## config.mk

```make
export PLATFORM = sky130hd
export DESIGN_NAME = uart_register_port
export DESIGN_NICKNAME = d
export VERILOG_FILES = /design/src/rtl/uart_register_port.sv
export SDC_FILE = /design/constraint.sdc
export NUM_CORES = 1
export LEC_CHECK = 0
export BUFFER_PORTS_ARGS = -buffer_cell sky130_fd_sc_hd__buf_2
export CORE_MARGIN = 2
export CORE_UTILIZATION = 40
export DETAILED_ROUTE_END_ITERATION = 10
export PLACE_DENSITY = 0.68
export SETUP_SLACK_MARGIN = 0.02
export SLEW_MARGIN = 0
export SYNTH_ARGS = -nofsm -noshare
export SYNTH_HDL_FRONTEND = slang
export SYNTH_SLANG_ARGS = --single-unit
```

## constraint.sdc

```tcl
create_clock -name clk -period 7.9 [get_ports clk]
set_clock_uncertainty 0.2 [all_clocks]
set_input_delay 0.395 -clock clk [delete_from_list [all_inputs] [get_ports clk]]
set_output_delay 0.395 -clock clk [all_outputs]
set_load 0.01 [all_outputs]
```

## src/rtl/uart_register_port.sv

```systemverilog
// uart_register_port: UART peripheral on the core's register bus.
// 8N1 transmitter, 2-flop synchronised receiver and a small RX FIFO.
// Read data is registered and appears one clock after the read strobe.
module uart_register_port #(
    parameter logic [15:0] CLKS_PER_BIT    = 16'd50,
    parameter int          FIFO_DEPTH      = 8,
    parameter int          FIFO_ADDR_WIDTH = 3
) (
    input  logic        clk,
    input  logic        reset,
    input  logic [6:0]  register_index,
    input  logic        register_read,
    input  logic        register_write,
    input  logic [15:0] register_write_value,
    output logic [15:0] register_read_value,
    output logic        uart_tx,
    input  logic        uart_rx
);

    localparam logic [6:0] IDX_TX_DATA = 7'd0;
    localparam logic [6:0] IDX_STATUS  = 7'd1;
    localparam logic [6:0] IDX_RX_DATA = 7'd2;
    localparam logic [FIFO_ADDR_WIDTH:0] FIFO_FULL = (FIFO_ADDR_WIDTH + 1)'(FIFO_DEPTH);

    typedef enum logic [1:0] {TX_IDLE, TX_START, TX_DATA, TX_STOP} tx_state_t;
    typedef enum logic [1:0] {RX_IDLE, RX_START, RX_DATA, RX_STOP} rx_state_t;

    // TX state
    tx_state_t r_tx_state;
    logic [15:0] r_tx_timer;
    logic [7:0]  r_tx_shift;
    logic [2:0]  r_tx_bit_cnt;
    logic        r_tx;

    // RX state
    logic        r_rx_meta;
    logic        r_rx_sync;
    rx_state_t   r_rx_state;
    logic [15:0] r_rx_timer;
    logic [7:0]  r_rx_shift;
    logic [2:0]  r_rx_bit_cnt;

    // FIFO state
    logic [7:0]                 r_fifo_mem [0:FIFO_DEPTH-1];
    logic [FIFO_ADDR_WIDTH-1:0] r_rd_ptr;
    logic [FIFO_ADDR_WIDTH-1:0] r_wr_ptr;
    logic [FIFO_ADDR_WIDTH:0]   r_count;
    logic                       r_overflow;

    logic [15:0] r_read_value;

    logic        w_tx_busy;
    logic        w_tx_write;
    logic        w_rx_tick;
    logic        w_rx_push;
    logic        w_rx_avail;
    logic        w_fifo_full;
    logic        w_pop;
    logic        w_push_ok;
    logic        w_overflow_set;
    logic        w_status_read;
    logic [15:0] w_read_value;
    logic        w_unused;

    assign w_unused = &{1'b0, register_write_value[15:8]};

    assign w_tx_busy  = (r_tx_state != TX_IDLE);
    assign w_tx_write = register_write && (register_index == IDX_TX_DATA);

    // TX FSM: start bit, 8 data bits LSB first, stop bit; each bit CLKS_PER_BIT cycles
    always_ff @(posedge clk or posedge reset) begin
        if (reset) begin
            r_tx_state   <= TX_IDLE;
            r_tx_timer   <= 16'd0;
            r_tx_shift   <= 8'd0;
            r_tx_bit_cnt <= 3'd0;
            r_tx         <= 1'b1;
        end else begin
            case (r_tx_state)
                TX_IDLE: begin
                    if (w_tx_write) begin
                        r_tx_shift <= register_write_value[7:0];
                        r_tx_timer <= CLKS_PER_BIT - 16'd1;
                        r_tx       <= 1'b0;
                        r_tx_state <= TX_START;
                    end
                end
                TX_START: begin
                    if (r_tx_timer == 16'd0) begin
                        r_tx         <= r_tx_shift[0];
                        r_tx_shift   <= {1'b0, r_tx_shift[7:1]};
                        r_tx_bit_cnt <= 3'd0;
                        r_tx_timer   <= CLKS_PER_BIT - 16'd1;
                        r_tx_state   <= TX_DATA;
                    end else begin
                        r_tx_timer <= r_tx_timer - 16'd1;
                    end
                end
                TX_DATA: begin
                    if (r_tx_timer == 16'd0) begin
                        r_tx_timer <= CLKS_PER_BIT - 16'd1;
                        if (r_tx_bit_cnt == 3'd7) begin
                            r_tx       <= 1'b1;
                            r_tx_state <= TX_STOP;
                        end else begin
                            r_tx         <= r_tx_shift[0];
                            r_tx_shift   <= {1'b0, r_tx_shift[7:1]};
                            r_tx_bit_cnt <= r_tx_bit_cnt + 3'd1;
                        end
                    end else begin
                        r_tx_timer <= r_tx_timer - 16'd1;
                    end
                end
                TX_STOP: begin
                    if (r_tx_timer == 16'd0) begin
                        r_tx_state <= TX_IDLE;
                    end else begin
                        r_tx_timer <= r_tx_timer - 16'd1;
                    end
                end
                default: r_tx_state <= TX_IDLE;
            endcase
        end
    end

    // Two-flop synchroniser on the asynchronous serial input (idles high)
    always_ff @(posedge clk or posedge reset) begin
        if (reset) begin
            r_rx_meta <= 1'b1;
            r_rx_sync <= 1'b1;
        end else begin
            r_rx_meta <= uart_rx;
            r_rx_sync <= r_rx_meta;
        end
    end

    assign w_rx_tick = (r_rx_timer == 16'd0);
    // A good stop bit pushes the assembled byte straight into the FIFO
    assign w_rx_push = (r_rx_state == RX_STOP) && w_rx_tick && r_rx_sync;

    // RX FSM: half-bit to the start-bit centre, then one full bit period per sample
    always_ff @(posedge clk or posedge reset) begin
        if (reset) begin
            r_rx_state   <= RX_IDLE;
            r_rx_timer   <= 16'd0;
            r_rx_shift   <= 8'd0;
            r_rx_bit_cnt <= 3'd0;
        end else begin
            case (r_rx_state)
                RX_IDLE: begin
                    if (!r_rx_sync) begin
                        r_rx_timer <= CLKS_PER_BIT >> 1;
                        r_rx_state <= RX_START;
                    end
                end
                RX_START: begin
                    if (w_rx_tick) begin
                        if (r_rx_sync) begin
                            r_rx_state <= RX_IDLE;   // too short to be a start bit
                        end else begin
                            r_rx_timer   <= CLKS_PER_BIT - 16'd1;
                            r_rx_bit_cnt <= 3'd0;
                            r_rx_state   <= RX_DATA;
                        end
                    end else begin
                        r_rx_timer <= r_rx_timer - 16'd1;
                    end
                end
                RX_DATA: begin
                    if (w_rx_tick) begin
                        r_rx_shift <= {r_rx_sync, r_rx_shift[7:1]};
                        r_rx_timer <= CLKS_PER_BIT - 16'd1;
                        if (r_rx_bit_cnt == 3'd7) begin
                            r_rx_state <= RX_STOP;
                        end else begin
                            r_rx_bit_cnt <= r_rx_bit_cnt + 3'd1;
                        end
                    end else begin
                        r_rx_timer <= r_rx_timer - 16'd1;
                    end
                end
                RX_STOP: begin
                    // framing errors fall through here without a push
                    if (w_rx_tick) begin
                        r_rx_state <= RX_IDLE;
                    end else begin
                        r_rx_timer <= r_rx_timer - 16'd1;
                    end
                end
                default: r_rx_state <= RX_IDLE;
            endcase
        end
    end

    assign w_rx_avail     = (r_count != '0);
    assign w_fifo_full    = (r_count == FIFO_FULL);
    assign w_pop          = register_read && (register_index == IDX_RX_DATA) && w_rx_avail;
    assign w_push_ok      = w_rx_push && (!w_fifo_full || w_pop);
    assign w_overflow_set = w_rx_push && w_fifo_full && !w_pop;
    assign w_status_read  = register_read && (register_index == IDX_STATUS);

    // FIFO storage, no reset so it maps onto RAM
    always_ff @(posedge clk) begin
        if (w_push_ok) begin
            r_fifo_mem[r_wr_ptr] <= r_rx_shift;
        end
    end

    // FIFO pointers, occupancy and sticky overflow (a new overflow beats the clearing read)
    always_ff @(posedge clk or posedge reset) begin
        if (reset) begin
            r_rd_ptr   <= '0;
            r_wr_ptr   <= '0;
            r_count    <= '0;
            r_overflow <= 1'b0;
        end else begin
            if (w_push_ok) begin
                r_wr_ptr <= r_wr_ptr + (FIFO_ADDR_WIDTH)'(1);
            end
            if (w_pop) begin
                r_rd_ptr <= r_rd_ptr + (FIFO_ADDR_WIDTH)'(1);
            end
            case ({w_push_ok, w_pop})
                2'b10:   r_count <= r_count + (FIFO_ADDR_WIDTH + 1)'(1);
                2'b01:   r_count <= r_count - (FIFO_ADDR_WIDTH + 1)'(1);
                default: r_count <= r_count;
            endcase
            if (w_overflow_set) begin
                r_overflow <= 1'b1;
            end else if (w_status_read) begin
                r_overflow <= 1'b0;
            end
        end
    end

    // Read mux for the currently selected register
    always_comb begin
        w_read_value = 16'd0;
        case (register_index)
            IDX_STATUS:  w_read_value = {13'd0, r_overflow, w_rx_avail, w_tx_busy};
            IDX_RX_DATA: if (w_rx_avail) w_read_value = {8'd0, r_fifo_mem[r_rd_ptr]};
            default:     w_read_value = 16'd0;
        endcase
    end

    // Registered read data, loaded only on a read strobe
    always_ff @(posedge clk or posedge reset) begin
        if (reset) begin
            r_read_value <= 16'd0;
        end else if (register_read) begin
            r_read_value <= w_read_value;
        end
    end

    assign register_read_value = r_read_value;
    assign uart_tx             = r_tx;

endmodule
```

==> metrics.md, run 1 <==
| Metric | Value |
|---|---|
| Number of buffers added by the clock tree synthesis step | 17 |
| Cell Pwr Density | 272 nW/um^2 |
| Compound-gate portion of the synthesized area | 0.101 |
| Setup repair after global routing missed its margin | false |
| Most frequently used cell type in the post-synthesis netlist | dfrtp_1 |
| Fmax | 0.264 GHz |
| CP Launch Type | register |
| DR vias | 4729 |
| HPWL after detailed placement | 9240 um |
| Count of warnings emitted by yosys | 0 |
| Total number of clock tree sinks | 144 |
| Max Cap Viol | 0 |
| Sequential fraction of the synthesis area | 0.562 |
| Row cnt | 48 |
| Drt first-iter violations | 408 |
| Share of the cycle needed by the critical path after routing | 0.480 |
| Setup TNS Final | 0 ns |
| Min Tclk post-route | 3.79 ns |
| Worst min path class | in2async |
| Main combinational cell family by area after synthesis | simple AND/OR/NAND/NOR gates |
| Average cell area after synthesis | 12.5 um^2 |
| Number of failing setup endpoints in the final timing report | 0 |
| Biggest fanout along the worst timing path | 8 |
| Maximum vdd drop | 0.150 mV |
| Ratio of cells with drive above 1 in the final layout | 0.206 |
| Leakage power figure | 3.23 nW |
| Height of the die | 136 um |
| Post-placement cell area | 7340 um^2 |
| Actual slew at the worst max-slew pin | 1.21 ns |
| Number of DRC violations after detailed routing | 0 |
| Simple-Gate Fraction of Synth Area | 0.139 |
| First-pass GRT wire length | 23000 um |
| Cells traversed along the worst timing path | inv_1 > ha_1 > or4b_1 > or4_1 > a311o_1 > nor3_1 |
| Number of register bits inferred by synthesis | 144 |
| Routability Congestion | 0.825 |
| Core box area | 17200 um^2 |
| DIE WIDTH | 136 um |
| Count of unique library cells instantiated by Yosys | 69 |
| Number of global-route vias before repair | 4676 |
| Nets@finish | 643 |
| Total I/O pin count | 45 |
| Grt ovf | 0 |
| Antenna cell count | 0 |
| Leading cell types by total area after synthesis | dfrtp_1, edfxtp_1, mux4_2 |
| Slowest stage delay, CP | 1.00 ns |
| Antenna violations before repair | 0 |
| DR pass1 iterations | 5 |
| Via density per instance | 5.68 |
| Avg WL per Cell | 16.5 um |
| Worst setup path category | reg2reg |
| Data required, critical path | 7.74 ns |
| Clock Tree Root | clkbuf_16 |
| Total global routing track utilization | 0.160 |
| Cell type with the largest total area after synthesis | dfrtp_1 |
| Share of synthesized cell area in full adder, half adder and majority cells | 0.0358 |
| Most numerous cell types in the synthesized netlist | dfrtp_1, edfxtp_1, nand2_1, nor2_1, mux2_2 |
| Clock H-tree levels | 4 |
| Area delta synth->final | 14.3% |
| Syn Std Cell Area | 6990 um^2 |
| Worst path buffer plus inverter count | 1 |
| Critical path capture point type | register |
| Number of instances in the synthesized netlist | 561 |
| Multiplexer fraction of the synthesized cell area | 0.120 |
| Max-slew violation count | 0 |
| Count of flip-flops with a built-in enable after synthesis | 64 |
| Slew margin rel. | 0.186 |
| I/O Buffers | 28 |
| Register clock-pin slew on the reported worst setup and hold paths | 0.06 ns |
| XOR/XNOR share of the synthesized area | 0.0113 |
| Post-synthesis async set-or-reset flop share | 0.556 |
| Count of nets left with antenna violations after detail routing | 0 |
| CP top delay family | simple AND/OR/NAND/NOR gates |
| Number of hold violations in the final report | 0 |
| Initial core utilization | 0.407 |
| Area fraction of the dominant cell type after synthesis | 0.276 |
| Outcome | complete, no violations |
| Post-detailed-routing wire length | 13700 um |
| Die Area | 18500 um^2 |
| Final cell area excluding filler cells | 7990 um^2 |
| Clk buf depth | 2 |
| Arrival time of data at the critical path endpoint | 3.63 ns |
| Pin count of the biggest net entering global routing | 81 |
| Most used DFF post-synth | dfrtp_1 |
| Number of buffers added for setup after CTS | 0 |
| Slowest stage cell on the critical path | nor3_1 |
| Worst skew pair latency | 0.42 ns |
| CTS tree | yes |
repair_timing:
action | in CTS | in global routing
hold endpoints to repair | 1 | 0
gates resized for setup | 0 | 0
hold buffers | 1 | 0
path summary, 6_finish.rpt:
kind,from,endpoint,slack [ns],cells past startpoint
worst max-delay path,r_rx_timer[0]$_DFFE_PP0P_,r_fifo_mem[1][3]$_DFFE_PP_,4.11,6
worst min-delay path,reset,r_tx_shift[2]$_DFFE_PP0P_,0.06,3
max in group asynchronous,reset,register_read_value[1]$_DFFE_PP0P_,6.75,3
min in group clk,register_write_value[3],r_tx_shift[3]$_DFFE_PP0P_,0.13,3
worst max register to register,r_rx_timer[0]$_DFFE_PP0P_,r_fifo_mem[1][3]$_DFFE_PP_,4.11,6
worst min register to register,r_rx_meta$_DFF_PP1_,r_rx_sync$_DFF_PP1_,0.15,0
sequential cells by signal (all words and copies together) (netlist names), 2 cells and up, named ones only:
name and count:
register_read_value 8, r_rd_ptr 3, r_count 4, r_rx_timer 16, r_wr_ptr 3, r_fifo_mem 64, r_tx_shift 8, r_rx_bit_cnt 3
r_tx_timer 16, r_rx_shift 8, r_tx_bit_cnt 3, r_tx_state 2
layer usage:
metal  track usage  vias to the layer above  wire length, um
met4        0.0590                        0              221
met1         0.207                     2364             6050
met2         0.261                      133             6820
li1              -                     2210                -
met5             0                        -                0
met3        0.0414                       22              655
cells by family after synthesis:
| group | after synthesis |
|---|---|
| DFF | 144 |
| AOI/OAI and AO/OA | 101 |
| muxes | 60 |
| xor gates and xnor gates | 9 |
| buffers and inverters | 45 |
| adders and majority gates | 20 |
| other | 1 |
| and+or+nand+nor | 181 |
final cells by class:
| cell class | count | area [um^2] |
|---|---|---|
| Fill cell | 1515 | 9190 |
| Clock buffer | 20 | 457 |
| Timing Repair Buffer | 36 | 203 |
| Inverter | 17 | 65.1 |
| Sequential cell | 144 | 3930 |
| Clock inverter | 12 | 179 |
| Multi-Input combinational cell | 379 | 2870 |
| Tap cell | 225 | 282 |
report_power, final:
part / internal (mW) / switching (mW) / leakage, nW
sequential: 0.834 / 0.0692 / 1.63
clock: 0.547 / 0.309 / 0.315
combinational: 0.169 / 0.245 / 1.29
metrics by stage:
| stage | utilization | total power, mW | hold slack (ns) | instances | setup WS (ns) |
|---|---|---|---|---|---|
| global placement | 0.427 | 1.31 | 0.149 | 800 | 3.88 |
| floorplan | - | 1.22 | 0.145 | 568 | 4.40 |
| detailed placement | 0.427 | 1.33 | 0.147 | 800 | 3.74 |
| global route | 0.465 | 2.29 | 0.118 | 833 | 3.91 |
| CTS | 0.465 | 2.19 | 0.119 | 833 | 4.05 |
| finish | 0.465 | 2.17 | 0.0637 | 833 | 4.11 |
worst register-to-register path: cells and delay by family (launching register included):
kind | cells | cell delay, ns
buf+inv | 1 | 0.12
flops | 1 | 0.42
fa+ha+maj | 1 | 0.14
simple gates | 3 | 2.11
compound gates | 1 | 0.41
placed cells by master, fill, tap and decap left out, types with 4 or more instances in the layout:
master / n
xor2_1: 5
o2bb2ai_1: 5
edfxtp_1: 64
dfrtp_1: 77
o311ai_0: 5
buf_2: 28
nor4_1: 8
mux2_2: 29
xnor2_1: 4
conb_1: 8
nand3b_1: 4
nor3_1: 16
ha_1: 20
mux4_2: 16
nand2b_1: 8
or3_1: 5
nor2b_1: 5
o21ai_0: 17
clkbuf_16: 17
nand3_1: 16
nand2_1: 42
a21oi_1: 21
a22o_1: 5
or4_1: 10
o211ai_1: 5
o41ai_1: 5
a31oi_1: 8
buf_4: 7
inv_1: 15
nand4_1: 10
nor2_1: 35
mux2i_1: 15
bufinv_16: 4
clkinv_2: 4
Power figures use the tool's default switching activity.
==> run 2: changes to the inputs <==
ABC_AREA = 1   (was default)
PLACE_DENSITY = 0.67   (was 0.68)
clock period = 3.8 ns   (was 7.9 ns; I/O delays follow)
==> run 2 against run 1 <==
Sequential share of layout area decreased by 2.7 points. Final cell count increased by 34%. Setup slack got worse by 2.8 ns. Total power increased to 2.6 times the previous value. Non-clock buffer count increased by 19. Final area increased by 5.8%. Die area increased by 4.8%. Synthesized area increased by 4.9%. Synthesized cell count increased by 46%. Combinational power increased to 4.9 times the previous value. Global-route usage about the same. Critical endpoint is now r_fifo_mem[0][5]$_DFFE_PP_.
==> metrics.md, run 2 <==
| Metric | Value |
|---|---|
| Number of instances in the synthesized netlist | 817 (was 561) |
| Area delta synth->final | 15.3% (was 14.3%) |
| Pin count of the biggest net entering global routing | 45 (was 81) |
| Register containing the most flip-flops in the final layout | r_fifo_mem (unchanged) |
| Inst Count DP | 1068 (was 800) |
| Combinational share of power | 0.360 (was 0.191) |
| Hold Crit Depth | 8 |
| Clock share of power | 0.281 (was 0.394) |
| Worst path buffer plus inverter count | 2 (was 1) |
| Post-placement cell area | 7720 um^2 (was 7340 um^2) |
| Worst reg2reg path depth | 8 (was 6) |
| Sequential fraction of the synthesis area | 0.536 (was 0.562) |
| Count of warnings emitted by yosys | 0 (unchanged) |
| Total I/O pin count | 45 (unchanged) |
| Max-slew violation count | 0 (unchanged) |
| Arrival time of data at the critical path endpoint | 2.39 ns (was 3.63 ns) |
| Number of flip-flops under the largest register name | 64 (unchanged) |
| Post-synthesis async set-or-reset flop share | 0.556 (unchanged) |
| Ratio of cells with drive above 1 in the final layout | 0.136 (was 0.206) |
| Clock Tree Root | clkbuf_16 (unchanged) |
| HPWL after detailed placement | 10200 um (was 9240 um) |
| Biggest fanout along the worst timing path | 8 (unchanged) |
| Row cnt | 49 (was 48) |
| Average cell area after synthesis | 8.97 um^2 (was 12.5 um^2) |
| Cell type with the largest total area after synthesis | dfrtp_1 (unchanged) |
| Antenna violations before repair | 0 (unchanged) |
| Register clock-pin slew on the reported worst setup and hold paths | 0.06 ns (about the same) |
| Number of instances resized during post-cts repair | 0 (unchanged) |
| Antenna cell count | 0 (unchanged) |
| Non-filler cells in the finished layout | 1116 (was 833) |
| Number of failing setup endpoints in the final timing report | 0 (unchanged) |
| Switching Fraction | 0.391 (was 0.287) |
| Avg WL per Cell | 13.3 um (was 16.5 um) |
| Clk buf depth | 2 (unchanged) |
| Initial core utilization | 0.408 (was 0.407) |
| Setup WS post-layout | 1.33 ns (was 4.11 ns) |
| Nets@finish | 922 (was 643) |
| Fmax | 0.404 GHz (was 0.264 GHz) |
| Min Tclk post-route | 2.47 ns (was 3.79 ns) |
| Number of global-route vias before repair | 5423 (was 4676) |
| Post-detailed-routing wire length | 14900 um (was 13700 um) |
| I/O Buffers | 28 (unchanged) |
| Height of the die | 139 um (was 136 um) |
| CTS tree | yes (unchanged) |
| DIE WIDTH | 139 um (was 136 um) |
| Data required, critical path | 3.72 ns (was 7.74 ns) |
| Die Area | 19400 um^2 (was 18500 um^2) |
| Count of flip-flops with a built-in enable after synthesis | 64 (unchanged) |
| CP top delay family | simple AND/OR/NAND/NOR gates (unchanged) |
| Slowest stage cell on the critical path | dfrtp_1 (was nor3_1) |
| Critical path capture point type | register (unchanged) |
| PnR Total Power | 5.63 mW (was 2.17 mW) |
| First-pass GRT wire length | 25400 um (was 23000 um) |
| Worst setup slack for register-to-register paths | 1.33 ns (was 4.11 ns) |
| Top flop regs | r_fifo_mem x64, r_rx_timer x16, r_tx_timer x16 (unchanged) |
| Number of register bits inferred by synthesis | 144 (unchanged) |
| Area fraction of the dominant cell type after synthesis | 0.263 (was 0.276) |
| Routability Congestion | 0.829 (was 0.825) |
| Sequential power share | 0.358 (was 0.416) |
| Via density per instance | 5.03 (was 5.68) |
| Share of the cycle needed by the critical path after routing | 0.651 (was 0.480) |
| Internal | 3.43 mW (was 1.55 mW) |
| Sw power | 2.20 mW (was 0.623 mW) |
| Leakage power figure | 3.82 nW (was 3.23 nW) |
| Grt ovf | 0 (unchanged) |
| Maximum vdd drop | 0.419 mV (was 0.150 mV) |
| Most used DFF post-synth | dfrtp_1 (unchanged) |
| Number of DRC violations after detailed routing | 0 (unchanged) |
| Total global routing track utilization | 0.161 (was 0.160) |
| Sink of the worst hold path | register_read_value[1]$_DFFE_PP0P_ |
| Launch instance of the worst min-delay path | register_index[4] |
| Setup TNS Final | 0 ns (unchanged) |
| Number of buffers added by the clock tree synthesis step | 17 (unchanged) |
| Count of unique library cells instantiated by Yosys | 45 (was 69) |
| Worst reg2reg path startpoint | r_rx_timer[0]$_DFFE_PP0P_ (unchanged) |
| Pre-CTS setup slack | 1.35 ns (was 3.74 ns) |
| Actual slew at the worst max-slew pin | 0.968 ns (was 1.21 ns) |
| Most numerous cell types in the synthesized netlist | nand2_1, nor2_1, dfrtp_1, inv_1, edfxtp_1 (was dfrtp_1, edfxtp_1, nand2_1, nor2_1, mux2_2) |
| FF-to-FF End | r_fifo_mem[0][5]$_DFFE_PP_ (was r_fifo_mem[1][3]$_DFFE_PP_) |
| Final cell area excluding filler cells | 8450 um^2 (was 7990 um^2) |
| Leading cell types by total area after synthesis | dfrtp_1, edfxtp_1, nand2_1 (was dfrtp_1, edfxtp_1, mux4_2) |
| Number of hold violations in the final report | 0 (unchanged) |
| CP Launch Type | register (unchanged) |
| Max Cap Viol | 0 (unchanged) |
| Most frequently used cell type in the post-synthesis netlist | nand2_1 (was dfrtp_1) |
| Syn Std Cell Area | 7330 um^2 (was 6990 um^2) |
| Min Hold Slack | 0.0703 ns (was 0.0637 ns) |
| Number of cells on the critical path | 8 (was 6) |
| Total number of clock tree sinks | 144 (unchanged) |
| Final cell utilization of the core | 0.470 (was 0.465) |
| Count of nets left with antenna violations after detail routing | 0 (unchanged) |
| DR vias | 5616 (was 4729) |
| Outcome | complete, no violations (unchanged) |
| Cell Pwr Density | 666 nW/um^2 (was 272 nW/um^2) |
| Commonest cells after routing, fill and taps aside | nand2_1, nor2_1, dfrtp_1 (was dfrtp_1, edfxtp_1, nand2_1) |
| Clock H-tree levels | 4 (unchanged) |
| Core box area | 18000 um^2 (was 17200 um^2) |
| Drt first-iter violations | 345 (was 408) |
| Worst min path class | in2reg (was in2async) |
| Commonest non-fill, non-tap cell in the layout | nand2_1 (was dfrtp_1) |
| Cells traversed along the worst timing path | inv_1 > ha_1 > nor3b_2 > nand3_4 > nor2_4 > nand3b_2 > nor3_1 > buf_4 (was inv_1 > ha_1 > or4b_1 > or4_1 > a311o_1 > nor3_1) |
| Slew margin rel. | 0.354 (was 0.186) |
| Slowest stage delay, CP | 0.39 ns (was 1.00 ns) |
| Worst setup path category | reg2reg (unchanged) |
| Setup repair after global routing missed its margin | false (unchanged) |
| Worst skew pair latency | 0.42 ns (about the same) |
| DR pass1 iterations | 5 (unchanged) |
[run 2: worst reg2reg max path: stages (launching register included)]
cell	delay (ns)
dfrtp_1	0.39
inv_1	0.14
ha_1	0.23
nor3b_2	0.35
nand3_4	0.14
nor2_4	0.20
nand3b_2	0.16
nor3_1	0.18
buf_4	0.21
[run 2: routing by layer]
layer  wire, um  track usage
met2       6960        0.254
met3        691       0.0413
met5          0            0
met1       7030        0.220
met4        194       0.0478
[run 2: cells by family after synthesis]
| logic type | Yosys count | synth area share |
|---|---|---|
| and+or+nand+nor | 438 | 0.272 |
| DFF | 144 | 0.536 |
| buffers and inverters | 104 | 0.0616 |
| AOI/OAI and AO/OA | 95 | 0.0780 |
| adders and majority gates | 20 | 0.0341 |
| xor gates and xnor gates | 15 | 0.0179 |
| other | 1 | 0.000512 |
[run 2: layout make-up]
type,instances,area (um^2)
Fill cell,1669,9510
Timing Repair Buffer,55,383
Inverter,80,307
Clock inverter,13,125
Sequential cell,144,3930
Clock buffer,19,443
Tap cell,229,287
Multi-Input combinational cell,576,2980
[run 2: worst max path at each step]
stage | from | to | slack [ns]
final | r_rx_timer[0]$_DFFE_PP0P_ | r_fifo_mem[0][5]$_DFFE_PP_ | 1.33
after global routing | r_rx_timer[0]$_DFFE_PP0P_ | r_count[2]$_DFFE_PP0P_ | 1.09
after CTS | r_rx_timer[0]$_DFFE_PP0P_ | r_fifo_mem[0][5]$_DFFE_PP_ | 1.33
after detailed placement | r_rx_timer[0]$_DFFE_PP0P_ | r_fifo_mem[4][6]$_DFFE_PP_ | 1.35
after floorplan | r_rx_timer[0]$_DFFE_PP0P_ | r_fifo_mem[0][0]$_DFFE_PP_ | 1.24
after global placement | r_rx_timer[0]$_DFFE_PP0P_ | r_fifo_mem[4][6]$_DFFE_PP_ | 1.39
[run 2: timing repair]
| item | CTS | global route |
|---|---|---|
| hold buffers | 16 | 0 |
| buffers inserted | 0 | 0 |
| endpoints found under the hold margin | 53 | 0 |
[run 2: power groups by stage]
stage / clock network [mW] / registers, mW / logic (mW)
floorplan: 0 / 2.00 / 1.66
global placement: 0 / 2.04 / 1.97
detailed placement: 0 / 2.04 / 2.01
CTS: 1.62 / 2.02 / 2.04
global route: 1.68 / 2.05 / 2.34
finish: 1.58 / 2.02 / 2.03
==> run 3: changes to the inputs <==
PLACE_DENSITY = 0.7   (was 0.67)
clock period = 2.05 ns   (was 3.8 ns; I/O delays follow)
==> run 3 against run 2 <==
The run now ends with setup timing left. Global-route usage up 0.91 points. Clock-buffer cell count is 2 lower. Total power grew 110%. Setup slack lost 1.4 ns. Die area unchanged. Sequential power rose by 84%. Maximum frequency grew 16%. Core utilization rose by 4.9 points. Critical path type unchanged. Critical endpoint is now r_fifo_mem[0][7]$_DFFE_PP_. Largest power group unchanged. Highest routed layer unchanged.
==> metrics.md, run 3 (same netlist as run 2, synthesis figures left out) <==
| Metric | Value |
|---|---|
| Outcome | finished, violations left (was complete, no violations) |
| Violations in the final reports | setup timing |
| Core box area | 18000 um^2 (unchanged) |
| Number of DRC violations after detailed routing | 0 (unchanged) |
| DR pass1 iterations | 4 (was 5) |
| Maximum vdd drop | 0.953 mV (was 0.419 mV) |
| Commonest cells after routing, fill and taps aside | nand2_1, nor2_1, dfrtp_1 (unchanged) |
| Worst path buffer plus inverter count | 2 (unchanged) |
| DR vias | 5839 (was 5616) |
| Setup WS post-layout | -0.0838 ns (was 1.33 ns) |
| Data required, critical path | 2.00 ns (was 3.72 ns) |
| Clock H-tree levels | 4 (unchanged) |
| Number of global-route vias before repair | 5472 (was 5423) |
| Biggest fanout along the worst timing path | 8 (unchanged) |
| Ratio of cells with drive above 1 in the final layout | 0.230 (was 0.136) |
| Min Hold Slack | 0.0201 ns (was 0.0703 ns) |
| Grt ovf | 0 (unchanged) |
| Routability Congestion | 0.845 (was 0.829) |
| Count of nets left with antenna violations after detail routing | 0 (unchanged) |
| Post-detailed-routing wire length | 15800 um (was 14900 um) |
| Number of failing setup endpoints in the final timing report | 49 (was 0) |
| Setup repair after global routing missed its margin | true (was false) |
| Worst skew pair latency | 0.43 ns (was 0.42 ns) |
| Register containing the most flip-flops in the final layout | r_fifo_mem (unchanged) |
| Antenna cell count | 0 (unchanged) |
| Share of the cycle needed by the critical path after routing | 1.04 (was 0.651) |
| Slowest stage cell on the critical path | dfrtp_1 (unchanged) |
| Fmax | 0.469 GHz (was 0.404 GHz) |
| Via density per instance | 4.91 (was 5.03) |
| Top flop regs | r_fifo_mem x64, r_rx_timer x16, r_tx_timer x16 (unchanged) |
| DIE WIDTH | 139 um (unchanged) |
| Total number of clock tree sinks | 144 (unchanged) |
| I/O Buffers | 28 (unchanged) |
| Pre-CTS setup slack | -0.0856 ns (was 1.35 ns) |
| Critical path capture point type | register (unchanged) |
| Antenna violations before repair | 0 (unchanged) |
| CP top delay family | simple AND/OR/NAND/NOR gates (unchanged) |
| Leakage power figure | 4.25 nW (was 3.82 nW) |
| Total I/O pin count | 45 (unchanged) |
| First-pass GRT wire length | 26400 um (was 25400 um) |
| Avg WL per Cell | 13.3 um (about the same) |
| Row cnt | 49 (unchanged) |
| Die Area | 19400 um^2 (unchanged) |
| Arrival time of data at the critical path endpoint | 2.08 ns (was 2.39 ns) |
| PnR Total Power | 11.6 mW (was 5.63 mW) |
| Clock Tree Root | clkbuf_16 (unchanged) |
| Number of buffers added by the clock tree synthesis step | 17 (unchanged) |
| Total global routing track utilization | 0.170 (was 0.161) |
| Clk buf depth | 2 (unchanged) |
| Drt first-iter violations | 272 (was 345) |
| Cell Pwr Density | 1240 nW/um^2 (was 666 nW/um^2) |
| Post-placement cell area | 8270 um^2 (was 7720 um^2) |
| CTS tree | yes (unchanged) |
| Min Tclk post-route | 2.13 ns (was 2.47 ns) |
| Initial core utilization | 0.408 (unchanged) |
| Slowest stage delay, CP | 0.39 ns (about the same) |
| Final cell area excluding filler cells | 9340 um^2 (was 8450 um^2) |
| HPWL after detailed placement | 11000 um (was 10200 um) |
| Commonest non-fill, non-tap cell in the layout | nand2_1 (unchanged) |
| Cells traversed along the worst timing path | inv_2 > ha_4 > nor3b_4 > nand3_4 > nor2_4 > nand3b_4 > nor3_4 > buf_12 (was inv_1 > ha_1 > nor3b_2 > nand3_4 > nor2_4 > nand3b_2 > nor3_1 > buf_4) |
| Nets@finish | 996 (was 922) |
| Height of the die | 139 um (unchanged) |
| Worst setup path category | reg2reg (unchanged) |
| CP Launch Type | register (unchanged) |
| Area delta synth->final | 27.4% (was 15.3%) |
| Worst min path class | in2async (was in2reg) |
| Pin count of the biggest net entering global routing | 34 (was 45) |
| Number of hold violations in the final report | 0 (unchanged) |
| Max-slew violation count | 0 (unchanged) |
| Register clock-pin slew on the reported worst setup and hold paths | 0.07 ns (was 0.06 ns) |
| Number of flip-flops under the largest register name | 64 (unchanged) |
| Max Cap Viol | 0 (unchanged) |
## run 3: cell types whose count changed in the layout (fill, tap and decap cells not counted), sizes merged
cell and change:
buf +70, bufinv +1, clkbuf -2, clkinv -3
clkinvlp +1, dlygate4sd3 +3, inv +3, nand2 +1
## run 3: worst min-delay path, stage by stage
cell           delay (ns)
dlygate4sd3_1        0.52
buf_2                0.13
clkinvlp_4           0.29
## run 3: layout make-up
class                      instances  area (um^2)
inverter                          80          312
timing repair buffer             128         1010
multi-input combinational        577         3180
clock inverter                    15          191
fill                            1579         8630
sequential                       144         3930
clock buffer                      17          425
tap                              229          287
## run 3: layer usage
metal  global-route usage  share of wire  up-vias
li1                     -              -     2964
met1                0.227           0.46     2715
met2                0.275           0.48      142
met3               0.0361          0.048       18
met4               0.0606          0.014        0
met5                    0              0        -
## run 3: report_power, final
| group | total [mW] | internal, mW | switching, mW |
|---|---|---|---|
| Sequential | 3.72 | 3.40 | 0.314 |
| Clock | 3.19 | 1.86 | 1.33 |
| Combinational | 4.66 | 1.85 | 2.81 |
| Total | 11.6 | 7.11 | 4.45 |
## run 3: worst paths after layout
| kind | from | to | slack, ns | depth (start not counted) |
|---|---|---|---|---|
| max | r_rx_timer[0]$_DFFE_PP0P_ | r_fifo_mem[0][7]$_DFFE_PP_ | -0.08 | 8 |
| max in group asynchronous | reset | uart_tx$_DFFE_PP1P_ | 1.05 | 4 |
| min | reset | r_rx_timer[12]$_DFFE_PP0P_ | 0.02 | 3 |
| min reg2reg | r_rx_meta$_DFF_PP1_ | r_rx_sync$_DFF_PP1_ | 0.16 | 0 |
| min in group clk | register_index[6] | r_rd_ptr[0]$_DFFE_PP0P_ | 0.06 | 7 |
| max reg2reg | r_rx_timer[0]$_DFFE_PP0P_ | r_fifo_mem[0][7]$_DFFE_PP_ | -0.08 | 8 |
## run 3: timing repair
action	in CTS	in global routing
hold buffers	19	0
pin swaps	12	14
resized for setup	5	29
setup endpoints to repair	66	98
cloned	0	1
endpoints found under the hold margin	97	0
buffers inserted	8	10
## run 3: stage by stage
stage	TNS [ns]	cells	utilization
6_report	-2.65	1190	0.520
5_1_grt	-10.67	1190	0.520
4_1_cts	-1.69	1181	0.509
3_5_place_dp	-2.58	1122	0.460
3_3_place_gp	-0.919	1122	0.460
2_1_floorplan	-12.06	824	-
